**config.mk**
```make
export PLATFORM = sky130hd
export DESIGN_NAME = bch_dec_corr
export DESIGN_NICKNAME = d
export VERILOG_FILES = /design/src/rtl/bch_dec_corr.sv
export SDC_FILE = /design/constraint.sdc
export NUM_CORES = 1
export LEC_CHECK = 0
export ABC_AREA = 1
export ABC_CLOCK_PERIOD_IN_PS = 6600
export CELL_PAD_IN_SITES_DETAIL_PLACEMENT = 0
export CELL_PAD_IN_SITES_GLOBAL_PLACEMENT = 1
export CORE_AREA = 3 3 122 124
export DETAILED_ROUTE_END_ITERATION = 10
export DIE_AREA = 0 0 125 127
export DONT_BUFFER_PORTS = 1
export PLACE_DENSITY_LB_ADDON = 0.1
export SLEW_MARGIN = 20
export SYNTH_ARGS = -nofsm -noshare
export SYNTH_HDL_FRONTEND = slang
export SYNTH_SLANG_ARGS = --single-unit
```
**constraint.sdc**
```tcl
create_clock -name clk_i -period 6.6 [get_ports clk_i]
set_input_delay 0.33 -clock clk_i [delete_from_list [all_inputs] [get_ports clk_i]]
set_output_delay 0.33 -clock clk_i [all_outputs]
set_load 0.005 [all_outputs]
```
**src/rtl/bch_dec_corr.sv**
```systemverilog
// Serial DEC BCH corrector: locator from S1/S3, one-bit-per-clock Chien search.
// Define BCH_DEC_ZERO_BYPASS_EN to skip the search when both syndromes are zero.
module bch_dec_corr #(
  parameter int P_GF_M     = 5,
  parameter int P_CW_WIDTH = 2**P_GF_M-1
) (
  input  logic                  clk_i,
  input  logic                  rst_i,
  input  logic                  s_vld_i,
  output logic                  s_rdy_o,
  input  logic [P_GF_M-1:0]     s1_i,
  input  logic [P_GF_M-1:0]     s3_i,
  input  logic [P_CW_WIDTH-1:0] cw_i,
  output logic [P_CW_WIDTH-1:0] cw_o,
  output logic [1:0]            err_cnt_o,
  output logic                  uncorr_o,
  output logic                  o_vld_o,
  input  logic                  o_rdy_i
);

  localparam int LP_IW = $clog2(P_CW_WIDTH);
  localparam logic [P_GF_M-1:0] LP_RED =
    P_GF_M'((P_GF_M == 5) ? 5 :
            (P_GF_M == 6) ? 3 :
            (P_GF_M == 7) ? 9 : 29);
  localparam logic [LP_IW-1:0] LP_LAST = LP_IW'(P_CW_WIDTH-1);

  typedef enum logic [1:0] {
    ST_IDLE, ST_LOAD, ST_SEARCH, ST_DONE
  } state_t;

  function automatic logic [P_GF_M-1:0] gf_mul(
    input logic [P_GF_M-1:0] a,
    input logic [P_GF_M-1:0] b
  );
    logic [P_GF_M-1:0] p;
    logic [P_GF_M-1:0] x;
    p = '0;
    x = a;
    for (int k = 0; k < P_GF_M; k++) begin
      if (b[k]) p = p ^ x;
      x = x[P_GF_M-1] ? ((x << 1) ^ LP_RED) : (x << 1);
    end
    return p;
  endfunction

  // Multiply by alpha^-1: undo one shift of the LFSR
  function automatic logic [P_GF_M-1:0] gf_div_a(
    input logic [P_GF_M-1:0] t
  );
    logic [P_GF_M-1:0] w;
    w = t ^ (t[0] ? LP_RED : '0);
    return {t[0], w[P_GF_M-1:1]};
  endfunction

  state_t                r_state;
  logic                  r_s_rdy;
  logic                  r_o_vld;
  logic [P_GF_M-1:0]     r_s1;
  logic [P_GF_M-1:0]     r_s3;
  logic [P_GF_M-1:0]     r_t1;
  logic [P_GF_M-1:0]     r_t2;
  logic [P_CW_WIDTH-1:0] r_cw;
  logic [P_CW_WIDTH-1:0] r_cw_fix;
  logic [P_CW_WIDTH-1:0] r_cw_o;
  logic [LP_IW-1:0]      r_idx;
  logic [1:0]            r_cnt;
  logic [1:0]            r_err;
  logic                  r_unc;

  logic [P_GF_M-1:0]     w_s1sq;
  logic [P_GF_M-1:0]     w_s1cu;
  logic [P_GF_M-1:0]     w_e;
  logic                  w_hit;
  logic [1:0]            w_cnt_nxt;
  logic [1:0]            w_exp;
  logic                  w_unc;
  logic [P_CW_WIDTH-1:0] w_cw_nxt;

  always_comb begin
    w_s1sq    = gf_mul(r_s1, r_s1);
    w_s1cu    = gf_mul(w_s1sq, r_s1);
    w_e       = r_s1 ^ r_t1 ^ r_t2;
    w_hit     = (w_e == '0) && (r_s1 != '0);
    w_cnt_nxt = (w_hit && r_cnt != 2'd3) ? r_cnt + 2'd1 : r_cnt;
    w_cw_nxt  = r_cw_fix;
    w_cw_nxt[r_idx] = r_cw_fix[r_idx] ^ w_hit;
    w_exp     = (r_s1 == '0) ? 2'd0 :
                (r_s3 == w_s1cu) ? 2'd1 : 2'd2;
    w_unc     = ((r_s1 == '0) && (r_s3 != '0)) ||
                (w_cnt_nxt != w_exp);
  end

  always_ff @(posedge clk_i) begin
    if (rst_i) begin
      r_state <= ST_IDLE;
      r_s_rdy <= 1'b1;
      r_o_vld <= 1'b0;
      r_cw_o  <= '0;
      r_err   <= '0;
      r_unc   <= 1'b0;
      r_idx   <= '0;
      r_cnt   <= '0;
    end else begin
      unique case (r_state)
        ST_IDLE: begin
          if (s_vld_i && r_s_rdy) begin
            r_s1     <= s1_i;
            r_s3     <= s3_i;
            r_cw     <= cw_i;
            r_cw_fix <= cw_i;
            r_s_rdy  <= 1'b0;
            r_state  <= ST_LOAD;
          end
        end
        ST_LOAD: begin
          r_t1  <= w_s1sq;
          r_t2  <= r_s3 ^ w_s1cu;
          r_idx <= '0;
          r_cnt <= '0;
          r_state <= ST_SEARCH;
`ifdef BCH_DEC_ZERO_BYPASS_EN
          if (r_s1 == '0 && r_s3 == '0) begin
            r_cw_o  <= r_cw;
            r_err   <= '0;
            r_unc   <= 1'b0;
            r_o_vld <= 1'b1;
            r_state <= ST_DONE;
          end
`endif
        end
        ST_SEARCH: begin
          r_cw_fix <= w_cw_nxt;
          r_cnt    <= w_cnt_nxt;
          r_t1     <= gf_div_a(r_t1);
          r_t2     <= gf_div_a(gf_div_a(r_t2));
          r_idx    <= r_idx + 1'b1;
          if (r_idx == LP_LAST) begin
            r_cw_o  <= w_unc ? r_cw : w_cw_nxt;
            r_err   <= w_unc ? 2'd0 : w_cnt_nxt;
            r_unc   <= w_unc;
            r_o_vld <= 1'b1;
            r_state <= ST_DONE;
          end
        end
        ST_DONE: begin
          if (o_rdy_i) begin
            r_o_vld <= 1'b0;
            r_s_rdy <= 1'b1;
            r_state <= ST_IDLE;
          end
        end
        default: r_state <= ST_IDLE;
      endcase
    end
  end

  assign s_rdy_o   = r_s_rdy;
  assign o_vld_o   = r_o_vld;
  assign cw_o      = r_cw_o;
  assign err_cnt_o = r_err;
  assign uncorr_o  = r_unc;

endmodule

```
==> summary.md, run 1 <==
| Metric | Value |
|---|---|
| CP Depth | `25` |
| Post-Syn Area per Cell | `7.73 µm²` |
| Die Span X | `roughly 130 µm` |
| Core area | `0.0139 mm²` |
| Relative slew slack | `0.397` |
| Die height | `between 100 and 150 µm` |
| Hold depth | `3` |
| Post-layout nets | `about 1000` |
| Commonest non-fill, non-tap cell in the layout | `nand2_1` |
| Final clock period utilization by the worst path | `0.607` |
| H-tree Lvls | `4` |
| CP required | `6.94 ns` |
| Unrepaired setup endpoints after global routing | `false` |
| Buffers and inverters on the worst path | `5` |
| Initial Util | `0.510` |
| Vias in the first global route | `6039` |
| Most frequent cells in the layout | `nand2_1, nand3_1, inv_1, edfxtp_1, nor2_1` |
| I/O Buffers | `0` |
| Ratio of cells with drive above 1 in the final layout | `0.0765` |
| Worst Hold Class | `input pin to flip-flop` |
| Leak Pwr | `3.37 nW` |
| GRT Util Overall | `0.247` |
| Peak supply drop | `about 0.23 mV` |
| Power consumption | `about 3.0 mW` |
| # diodes | `0` |
| R2R depth | `25` |
| Filler cells | `1285` |
| Row Count | `43` |
| Clock transition at path regs | `approximately 0.060 ns` |
| First-pass GRT wire length | `between 30 and 40 mm` |
| Post-synthesis sequential area ratio | `0.475` |
| Fmax | `250 MHz` |
| Synth warn | `0` |
| DR iter-0 viols | `398` |
| CP max stage delay | `between 0.7 and 0.8 ns` |
| Status | `complete, no violations` |
| CP Class | `flip-flop to flip-flop` |
| Die area | `0.0159 mm²` |
| Final hold vios | `0` |
| Final Max Slew Viols | `0` |
| Clk_lat worst skew | `0.41 ns` |
| Startpoint types | `flip-flop` |
| Setup TNS | `0 ns` |
| Syn nets | `approximately 970` |
| Worst EP arrival | `4.35 ns` |
| Worst Setup End Kind | `flip-flop` |
| Antenna violations before repair | `0` |
| Post-layout util | `0.590` |
| Placed cells | `1060` |
| CP dominant cell by count | `nand2_1` |
| DRC viols | `0` |
| Post-Synthesis Cells | `916` |
| I/O Pins | `just over 80` |
| Setup Slack @ Placement | `approximately 2.6 ns` |
| Setup violations, final | `0` |
| Seq cells post-synth | `127` |
| CP max-delay cell | `edfxtp_1` |
| Max-cap violations | `0` |
| PwrDens | `361 mW/mm²` |
| Top delay family on crit path | `simple AND/OR/NAND/NOR gates` |
| Cell Count, Final, Fillers Out | `1134` |
| Overflow after GRT | `0` |
| Cts repair resizes | `0` |
| Final GP Congestion | `around 0.9` |
| Root buffer cell | `clkbuf_16` |
| DP HPWL | `around 13 mm` |
| Clk sinks | `127` |
| Drt wl/cell | `17.0 µm` |
| Cts bufs inserted | `17` |
| Detail Route Antenna Nets | `0` |
| Setup WS post-layout | `2.60 ns` |
| Final WL | `19.3 mm` |
| CP max FO | `32` |
| DR vias/cell | `5.44` |
| Largest net degree at the start of global routing | `between 60 and 70` |
| Post-Route Skew | `0.00629 ns` |
| Slew @ Worst Pin | `roughly 0.9 ns` |
| Area grow syn2layout | `15.6%` |
| Drt first pass iters | `5` |
| Minimum clock period | `4.00 ns` |
| Unique masters post-synth | `37` |
| CTS tree | `yes` |
| Max Root-Sink Buffers | `2` |
| Mapped Area | `0.00708 mm²` |
| Total number of vias | `6174` |
[cell families (layout without fill, tap and decap cells)]
kind of cell	Yosys count	count (layout)	share of synthesized area
AOI/OAI and AO/OA	147	147	0.110
adders and majority gates	12	12	0.0212
xor gates and xnor gates	17	17	0.0210
and+or+nand+nor	469	469	0.288
DFF	127	127	0.475
buffers and inverters	144	182	0.0849
[power by group]
| part | switching [mW] | internal [mW] |
|---|---|---|
| combinational | 0.600 | 0.270 |
| clock | 0.343 | 0.609 |
| sequential | 0.0980 | 1.03 |
| total | 1.04 | 1.91 |
[metal layers]
metal  part of all wire  global-route usage  wire length (µm)
met5                  0                   0                 0
met4              0.017              0.0893               322
met3              0.058              0.0472              1120
met2               0.43               0.367              8370
met1               0.49               0.362              9490
[per-stage QoR]
step | instance area [µm²] | hold WS [ns]
after floorplan | 7080 | 0.429
after global placement | 7150 | 0.403
after detailed placement | 7150 | 0.407
after CTS | 8180 | 0.0534
after global routing | 8180 | 0.0620
final | 8180 | 0.0727
[layout make-up]
class / instances / area (µm²) / share of cell area
sequential: 127 / 3360 / 0.411
multi-input combinational: 645 / 3130 / 0.383
clock buffer: 24 / 503 / 0.0615
timing repair buffer: 48 / 475 / 0.0581
inverter: 102 / 383 / 0.0468
tap: 180 / 225 / 0.0275
clock inverter: 8 / 103 / 0.0125
[registers in the layout, indices dropped and copies added (netlist names), 2 cells and up]
signal	count
cw_o	31
r_cw	31
r_cw_fix	31
r_idx	5
r_s1	5
r_s3	5
r_t1	5
r_t2	5
err_cnt_o	2
r_cnt	2
r_state	2
[synth_stat cells]
cell        n  area (µm²)
or2_1       1        6.26
a21oi_1    56         280
buf_1       1        3.75
o21ai_0    57         285
a32oi_1     2        17.5
o21bai_1    1        7.51
nand4_1     8        50.1
nand2_4     3        33.8
nor2_4      1        11.3
nor2_2      3        18.8
dfxtp_1    45         901
nand3_2     5        50.1
xor2_1      7        61.3
a22oi_1     5        37.5
clkinv_1    4        15.0
ha_1       12         150
buf_4       2        15.0
nand3b_1    1        7.51
a31oi_1     1        6.26
nor3_1      8        40.0
nand2_2    10        62.6
o21ai_1    16        80.1
nor4_1      2        12.5
nand3_1    98         490
inv_2       9        33.8
nor2_1     64         240
nor4_4      1        21.3
o31ai_1     4        30.0
inv_1      89         334
edfxtp_1   82        2460
xnor2_1    10        87.6
o22ai_1     4        25.0
buf_2      18        90.1
clkbuf_1   17        63.8
nand2_1   264         991
buf_6       4        45.0
o21ai_2     1        8.76
[path summary, 6_finish.rpt]
kind	startpoint	endpoint	slack, ns
hold / removal	rst_i	cw_o[30]	0.07
hold reg to reg	cw_o[12]	cw_o[12]	0.48
setup reg to reg	r_s1[4]	err_cnt_o[1]	2.60
setup / recovery	r_s1[4]	err_cnt_o[1]	2.60
[tightest hold or removal path, stage by stage]
cell,delay [ns]
nor2_1,0.03
nand2_1,0.05
inv_1,0.03
[what timing repair did]
action	CTS	global route
setup buffers	0	0
endpoints found under the setup margin	0	0
hold buffers	42	0
endpoints found under the hold margin	72	0
Note: power is estimated with default switching activity, not from simulation.
==> run 2, diff against run 1 <==
- ABC_AREA: 1 -> 0
- ABC_CLOCK_PERIOD_IN_PS: 6600 -> 4200
- CORE_AREA: 3 3 122 124 -> 3 3 124 126
- DIE_AREA: 0 0 125 127 -> 0 0 127 129
- clock period: 6.6 -> 4.2 ns (I/O delays scaled with it)
==> run 2 against run 1 <==
  * Register-to-register slack lost 2.1 ns
  * Global-route usage shrank 1.8 points
  * Non-clock buffer count grew 9
  * Maximum frequency grew 9.3%
  * Worst setup slack lost 2.1 ns
  * Count of clock-buffer cells in the layout grew 3
  * Combinational power grew 40%
  * Via count shrank 16%
  * Clock skew grew 0.0020 ns
==> summary.md, run 2 <==
| Metric | Value |
|---|---|
| Status | `complete, no violations` |
| Synth warn | `0` |
| Setup violations, final | `0` |
| Post-synth top area share | `0.336` |
| Placed cells | `814` |
| CP required | `~4.5 ns` |
| Unrepaired setup endpoints after global routing | `false` |
| Clk_lat worst skew | `0.41 ns` |
| Vias in the first global route | `5415` |
| FFs w/ async S/R, synth | `0` |
| Core area | `0.0144 mm²` |
| Post-CTS setup buffer count | `0` |
| I/O Pins | `a little over 80` |
| Worst path cell trace | `inv_2 -> ha_1 -> xor2_2 -> o211ai_1 -> nand2_1 -> a311oi_2 -> o211ai_1 -> xnor2_2 -> nand4bb_4 -> o21ai_4 -> buf_12 -> o21ai_1 -> a211oi_1` |
| Ratio of cells with drive above 1 in the final layout | `0.249` |
| Setup TNS | `0 ns` |
| Post-synth EDFFs | `82` |
| Leak Pwr | `~2.8 nW` |
| Final clock period utilization by the worst path | `0.872` |
| Post-Synthesis Cells | `668` |
| Final hold vios | `0` |
| Cells taking the most area after synthesis | `edfxtp_1, dfxtp_1, mux2_2` |
| H-tree Lvls | `4` |
| Largest net degree at the start of global routing | `54` |
| Max-cap violations | `0` |
| CP max stage delay | `between 0.4 and 0.5 ns` |
| Root buffer cell | `clkbuf_16` |
| Clock transition at path regs | `0.05 ns` |
| Mapped Area | `0.00733 mm²` |
| Clk sinks | `127` |
| Count leader, synth | `edfxtp_1` |
| Synth area leader | `edfxtp_1` |
| Cell Count, Final, Fillers Out | `888` |
| Uppermost layer routed | `met4` |
| Final WL | `between 15 and 20 mm` |
| CP max FO | `29` |
| DP HPWL | `11.6 mm` |
| Top delay family on crit path | `compound AO/OA/AOI/OAI gates` |
| Minimum clock period | `3.66 ns` |
| Synth cell count leaders | `edfxtp_1, nand2_1, mux2_2, nor2_1, dfxtp_1` |
| R2R Setup Slk | `0.54 ns` |
| Max Root-Sink Buffers | `2` |
| Die Span X | `127 µm` |
| First-pass GRT wire length | `29.1 mm` |
| # diodes | `0` |
| CTS tree | `yes` |
| Post-Route Skew | `0.00830 ns` |
| Area grow syn2layout | `15.6%` |
| Total number of vias | `slightly above 5000` |
| Most common flop cell mapped by yosys | `edfxtp_1` |
| Relative slew slack | `0.441` |
| Cts repair resizes | `0` |
| Row Count | `44` |
| Post-layout nets | `749` |
| Final Max Slew Viols | `0` |
| Detail Route Antenna Nets | `0` |
| DR vias/cell | `about 6` |
| Worst EP arrival | `3.98 ns` |
| Post-Syn Area per Cell | `~11 µm²` |
| Worst Setup End Kind | `flip-flop` |
| Worst Hold Class | `input pin to flip-flop` |
| Buffers and inverters on the worst path | `2` |
| DR iter-0 viols | `347` |
| Syn nets | `725` |
| Wl on met1 | `7.99 mm` |
| Post-synthesis sequential area ratio | `0.459` |
| CP dominant cell by count | `o211ai_1` |
| Most frequent cells in the layout | `edfxtp_1, nand2_1, mux2_2, nor2_1, dfxtp_1` |
| Final GP Congestion | `around 0.8` |
| PwrDens | `515 mW/mm²` |
| Die area | `0.0164 mm²` |
| Initial Util | `0.508` |
| Drt wl/cell | `20.3 µm` |
| Drt first pass iters | `7` |
| I/O Buffers | `0` |
| CP Class | `flip-flop to flip-flop` |
| Unique masters post-synth | `72` |
| Overflow after GRT | `0` |
| Antenna violations before repair | `0` |
| DRC viols | `0` |
| GRT Util Overall | `0.228` |
| CP max-delay cell | `o211ai_1` |
| Seq cells post-synth | `roughly 130` |
| Met2 wire len | `8.91 mm` |
| Peak supply drop | `0.365 mV` |
| Slew @ Worst Pin | `0.838 ns` |
| Cts bufs inserted | `17` |
| Startpoint types | `flip-flop` |
| Fmax | `273 MHz` |
| Power consumption | `4.36 mW` |
| WL met3 | `801 µm` |
| Commonest non-fill, non-tap cell in the layout | `edfxtp_1` |
| Die height | `129 µm` |
-- run 2: cell count changes after synthesis, sizes merged, moves of 8 or more --
cell,before,now
mux2,0,65
a21oi,56,18
a211oi,0,33
o21ai,74,45
nor3b,0,8
a31oi,1,33
inv,98,13
xnor2,10,28
nand2,277,70
nand3,103,13
-- run 2: cell type report --
cell class,instances,area [µm²]
tap,184,230
clock inverter,4,76.3
multi-input combinational,475,3650
sequential,127,3360
clock buffer,27,533
timing repair buffer,57,566
fill,1207,5950
inverter,14,52.6
-- run 2: final timing paths --
path / from / end / cells past startpoint
hold reg to reg: err_cnt_o[1] / err_cnt_o[1] / 2
setup reg to reg: r_s1[4] / cw_o[1] / 13
hold / removal: cw_i[12] / r_cw_fix[12] / 1
setup / recovery: r_s1[4] / cw_o[1] / 13
-- run 2: through the flow --
step | util | setup slack, ns | hold WS, ns | instance area (µm²)
floorplan | - | 0.00460 | 0.309 | 7330
global placement | 0.514 | 0.692 | 0.282 | 7420
detailed placement | 0.514 | 0.600 | 0.284 | 7420
CTS | 0.588 | 0.563 | 0.000120 | 8470
global route | 0.588 | 0.262 | 0.00340 | 8470
finish | 0.588 | 0.536 | 0.0180 | 8470
-- run 2: routing by layer --
layer / up-vias / GRT usage
met2: 118 / 0.381
met5: - / 0
met3: 20 / 0.0490
met1: 2547 / 0.291
met4: 0 / 0.0927
li1: 2513 / -
-- run 2: cell families (layout without fill, tap and decap cells) --
logic type / after synthesis / in the layout / share of synthesized area
adders and majority gates: 12 / 12 / 0.0205
buffers and inverters: 66 / 102 / 0.0457
muxes: 79 / 79 / 0.131
AOI/OAI and AO/OA: 152 / 152 / 0.158
xor gates and xnor gates: 41 / 41 / 0.0608
and+or+nand+nor: 191 / 191 / 0.125
DFF: 127 / 127 / 0.459
-- run 2: power breakdown --
part | internal, mW | switching, mW | leakage [nW] | total (mW)
sequential | 1.56 | 0.0862 | 1.12 | 1.64
clock | 0.983 | 0.521 | 0.296 | 1.50
combinational | 0.539 | 0.677 | 1.38 | 1.22
total | 3.08 | 1.28 | 2.79 | 4.36
-- run 2: what timing repair did --
action / in CTS / in global routing
hold buffers: 43 / 0
endpoints found under the setup margin: 0 / 0
hold endpoints to repair: 93 / 0
==> run 3, diff against run 2 <==
- CORE_AREA: 3 3 124 126 -> 2 2 123 125
- DIE_AREA: 0 0 127 129 -> 0 0 125 127
==> run 3 against run 2 <==
  * Sequential cell count unchanged
  * Die area decreased by 3.1%
  * Combinational power about the same
  * Global-route usage increased by 0.40 points
  * Utilization decreased by 0.24 points
  * Worst setup slack improved by 0.0012 ns
  * Sequential power about the same
  * Largest power group unchanged
  * Highest routed layer unchanged
==> summary.md, run 3 (synthesis results as in run 2) <==
| Metric | Value |
|---|---|
| Hold Startpoint | `cw_i[6]` |
| Filler cells | `1235` |
| Max-cap violations | `0` |
| Status | `complete, no violations` |
| Leak Pwr | `2.78 nW` |
| # diodes | `0` |
| Row Count | `44` |
| DP HPWL | `12.0 mm` |
| Peak supply drop | `0.314 mV` |
| Post-Route Skew | `between 0.01 and 0.015 ns` |
| CP required | `4.54 ns` |
| Vias in the first global route | `5475` |
| Area grow syn2layout | `15.1%` |
| Cts repair resizes | `0` |
| Crit path from | `r_s1[4]` |
| Design area | `0.00844 mm²` |
| Relative slew slack | `0.423` |
| CP Class | `flip-flop to flip-flop` |
| Post-layout nets | `749` |
| Detail Route Antenna Nets | `0` |
| Clk sinks | `127` |
| Final hold vios | `0` |
| Die Span X | `between 100 and 150 µm` |
| Overflow after GRT | `0` |
| Clock transition at path regs | `0.06 ns` |
| GRT Util Overall | `0.233` |
| DR vias/cell | `~6` |
| Buffers and inverters on the worst path | `1` |
| Root buffer cell | `clkbuf_16` |
| Final clock period utilization by the worst path | `0.872` |
| Fmax | `273 MHz` |
| Antenna violations before repair | `0` |
| Setup TNS | `0 ns` |
| Initial Util | `0.508` |
| Largest net degree at the start of global routing | `46` |
| Top delay family on crit path | `compound AO/OA/AOI/OAI gates` |
| Most frequent cells in the layout | `edfxtp_1, nand2_1, mux2_2, nor2_1, dfxtp_1` |
| Clk_lat worst skew | `0.42 ns` |
| I/O Pins | `81` |
| First-pass GRT wire length | `29.0 mm` |
| I/O Buffers | `0` |
| CP max-delay cell | `a2111oi_0` |
| Worst r2r src | `r_s1[4]` |
| CP max stage delay | `0.45 ns` |
| DR iter-0 viols | `311` |
| Unrepaired setup endpoints after global routing | `false` |
| Final GP Congestion | `roughly 0.85` |
| Worst Hold Class | `input pin to flip-flop` |
| Final WL | `17.9 mm` |
| CTS tree | `yes` |
| Die height | `127 µm` |
| Worst path cell trace | `inv_2 -> ha_1 -> and2_2 -> o21ai_0 -> nand3b_1 -> a2111oi_0 -> a311oi_1 -> xnor2_1 -> nand4bb_4 -> o21a_4 -> a31oi_1 -> a211oi_2` |
| Worst EP arrival | `4.00 ns` |
| CP max FO | `32` |
| Max Root-Sink Buffers | `2` |
| Core area | `between 0.01 and 0.015 mm²` |
| Ratio of cells with drive above 1 in the final layout | `0.249` |
| Final Max Slew Viols | `0` |
| DRC viols | `0` |
| Slew @ Worst Pin | `0.862 ns` |
| Startpoint types | `flip-flop` |
| Worst Setup End Kind | `flip-flop` |
| Commonest non-fill, non-tap cell in the layout | `edfxtp_1` |
| Die area | `0.0159 mm²` |
| Total number of vias | `~5200` |
| Minimum clock period | `about 3.7 ns` |
| Setup violations, final | `0` |
| Cts bufs inserted | `17` |
| Drt first pass iters | `4` |
| H-tree Lvls | `4` |
| PwrDens | `508 mW/mm²` |
| Post-CTS setup buffer count | `0` |
| Dpl cell area | `between 0.007 and 0.008 mm²` |
| Drt wl/cell | `20.2 µm` |
==> run 3: final timing paths <==
path	slack, ns	depth (start not counted)	to
min	0.01	1	r_cw_fix[6]
max reg2reg	0.54	12	cw_o[6]
min reg2reg	0.47	2	err_cnt_o[1]
max	0.54	12	cw_o[6]
==> run 3: report_power, final <==
group / total, mW / internal (mW) / switching (mW)
Combinational: 1.22 / 0.542 / 0.683
Clock: 1.42 / 0.896 / 0.524
Sequential: 1.64 / 1.56 / 0.0870
==> run 3: worst register-to-register path: stages (launching register included) <==
cell       delay, ns
edfxtp_1        0.39
inv_2           0.18
ha_1            0.35
and2_2          0.26
o21ai_0         0.36
nand3b_1        0.13
a2111oi_0       0.45
a311oi_1        0.15
xnor2_1         0.23
nand4bb_4       0.23
o21a_4          0.42
a31oi_1         0.18
a211oi_2        0.25
==> run 3: cell type report <==
type	count	area, µm²	share of cell area
clock buffer	20	457	0.0541
clock inverter	11	115	0.0136
inverter	14	52.6	0.00623
multi-input combinational	475	3650	0.433
sequential	127	3360	0.399
tap	184	230	0.0273
timing repair buffer	57	568	0.0673
==> run 3: timing repair <==
action                                 4_1_cts  5_1_grt
setup endpoints to repair                    0        0
endpoints found under the hold margin      100        1
hold buffers                                43        1
==> run 3: per-layer routing <==
metal | track usage | wire length (µm) | up-vias
li1 | - | - | 2499
met1 | 0.286 | 7750 | 2594
met2 | 0.402 | 9020 | 103
met3 | 0.0561 | 803 | 22
met4 | 0.0837 | 330 | 0
met5 | 0 | 0 | -
==> run 3: per-stage QoR <==
step	util	hold slack (ns)	cells	total power, mW	worst slack [ns]
6_report	0.585	0.0134	888	4.29	0.538
5_1_grt	0.585	0.000388	888	4.50	0.262
4_1_cts	0.584	0.0000880	887	4.33	0.544
3_5_place_dp	0.514	0.283	813	2.85	0.553
3_3_place_gp	0.514	0.280	813	2.82	0.644
2_1_floorplan	-	0.309	668	2.59	0.00460
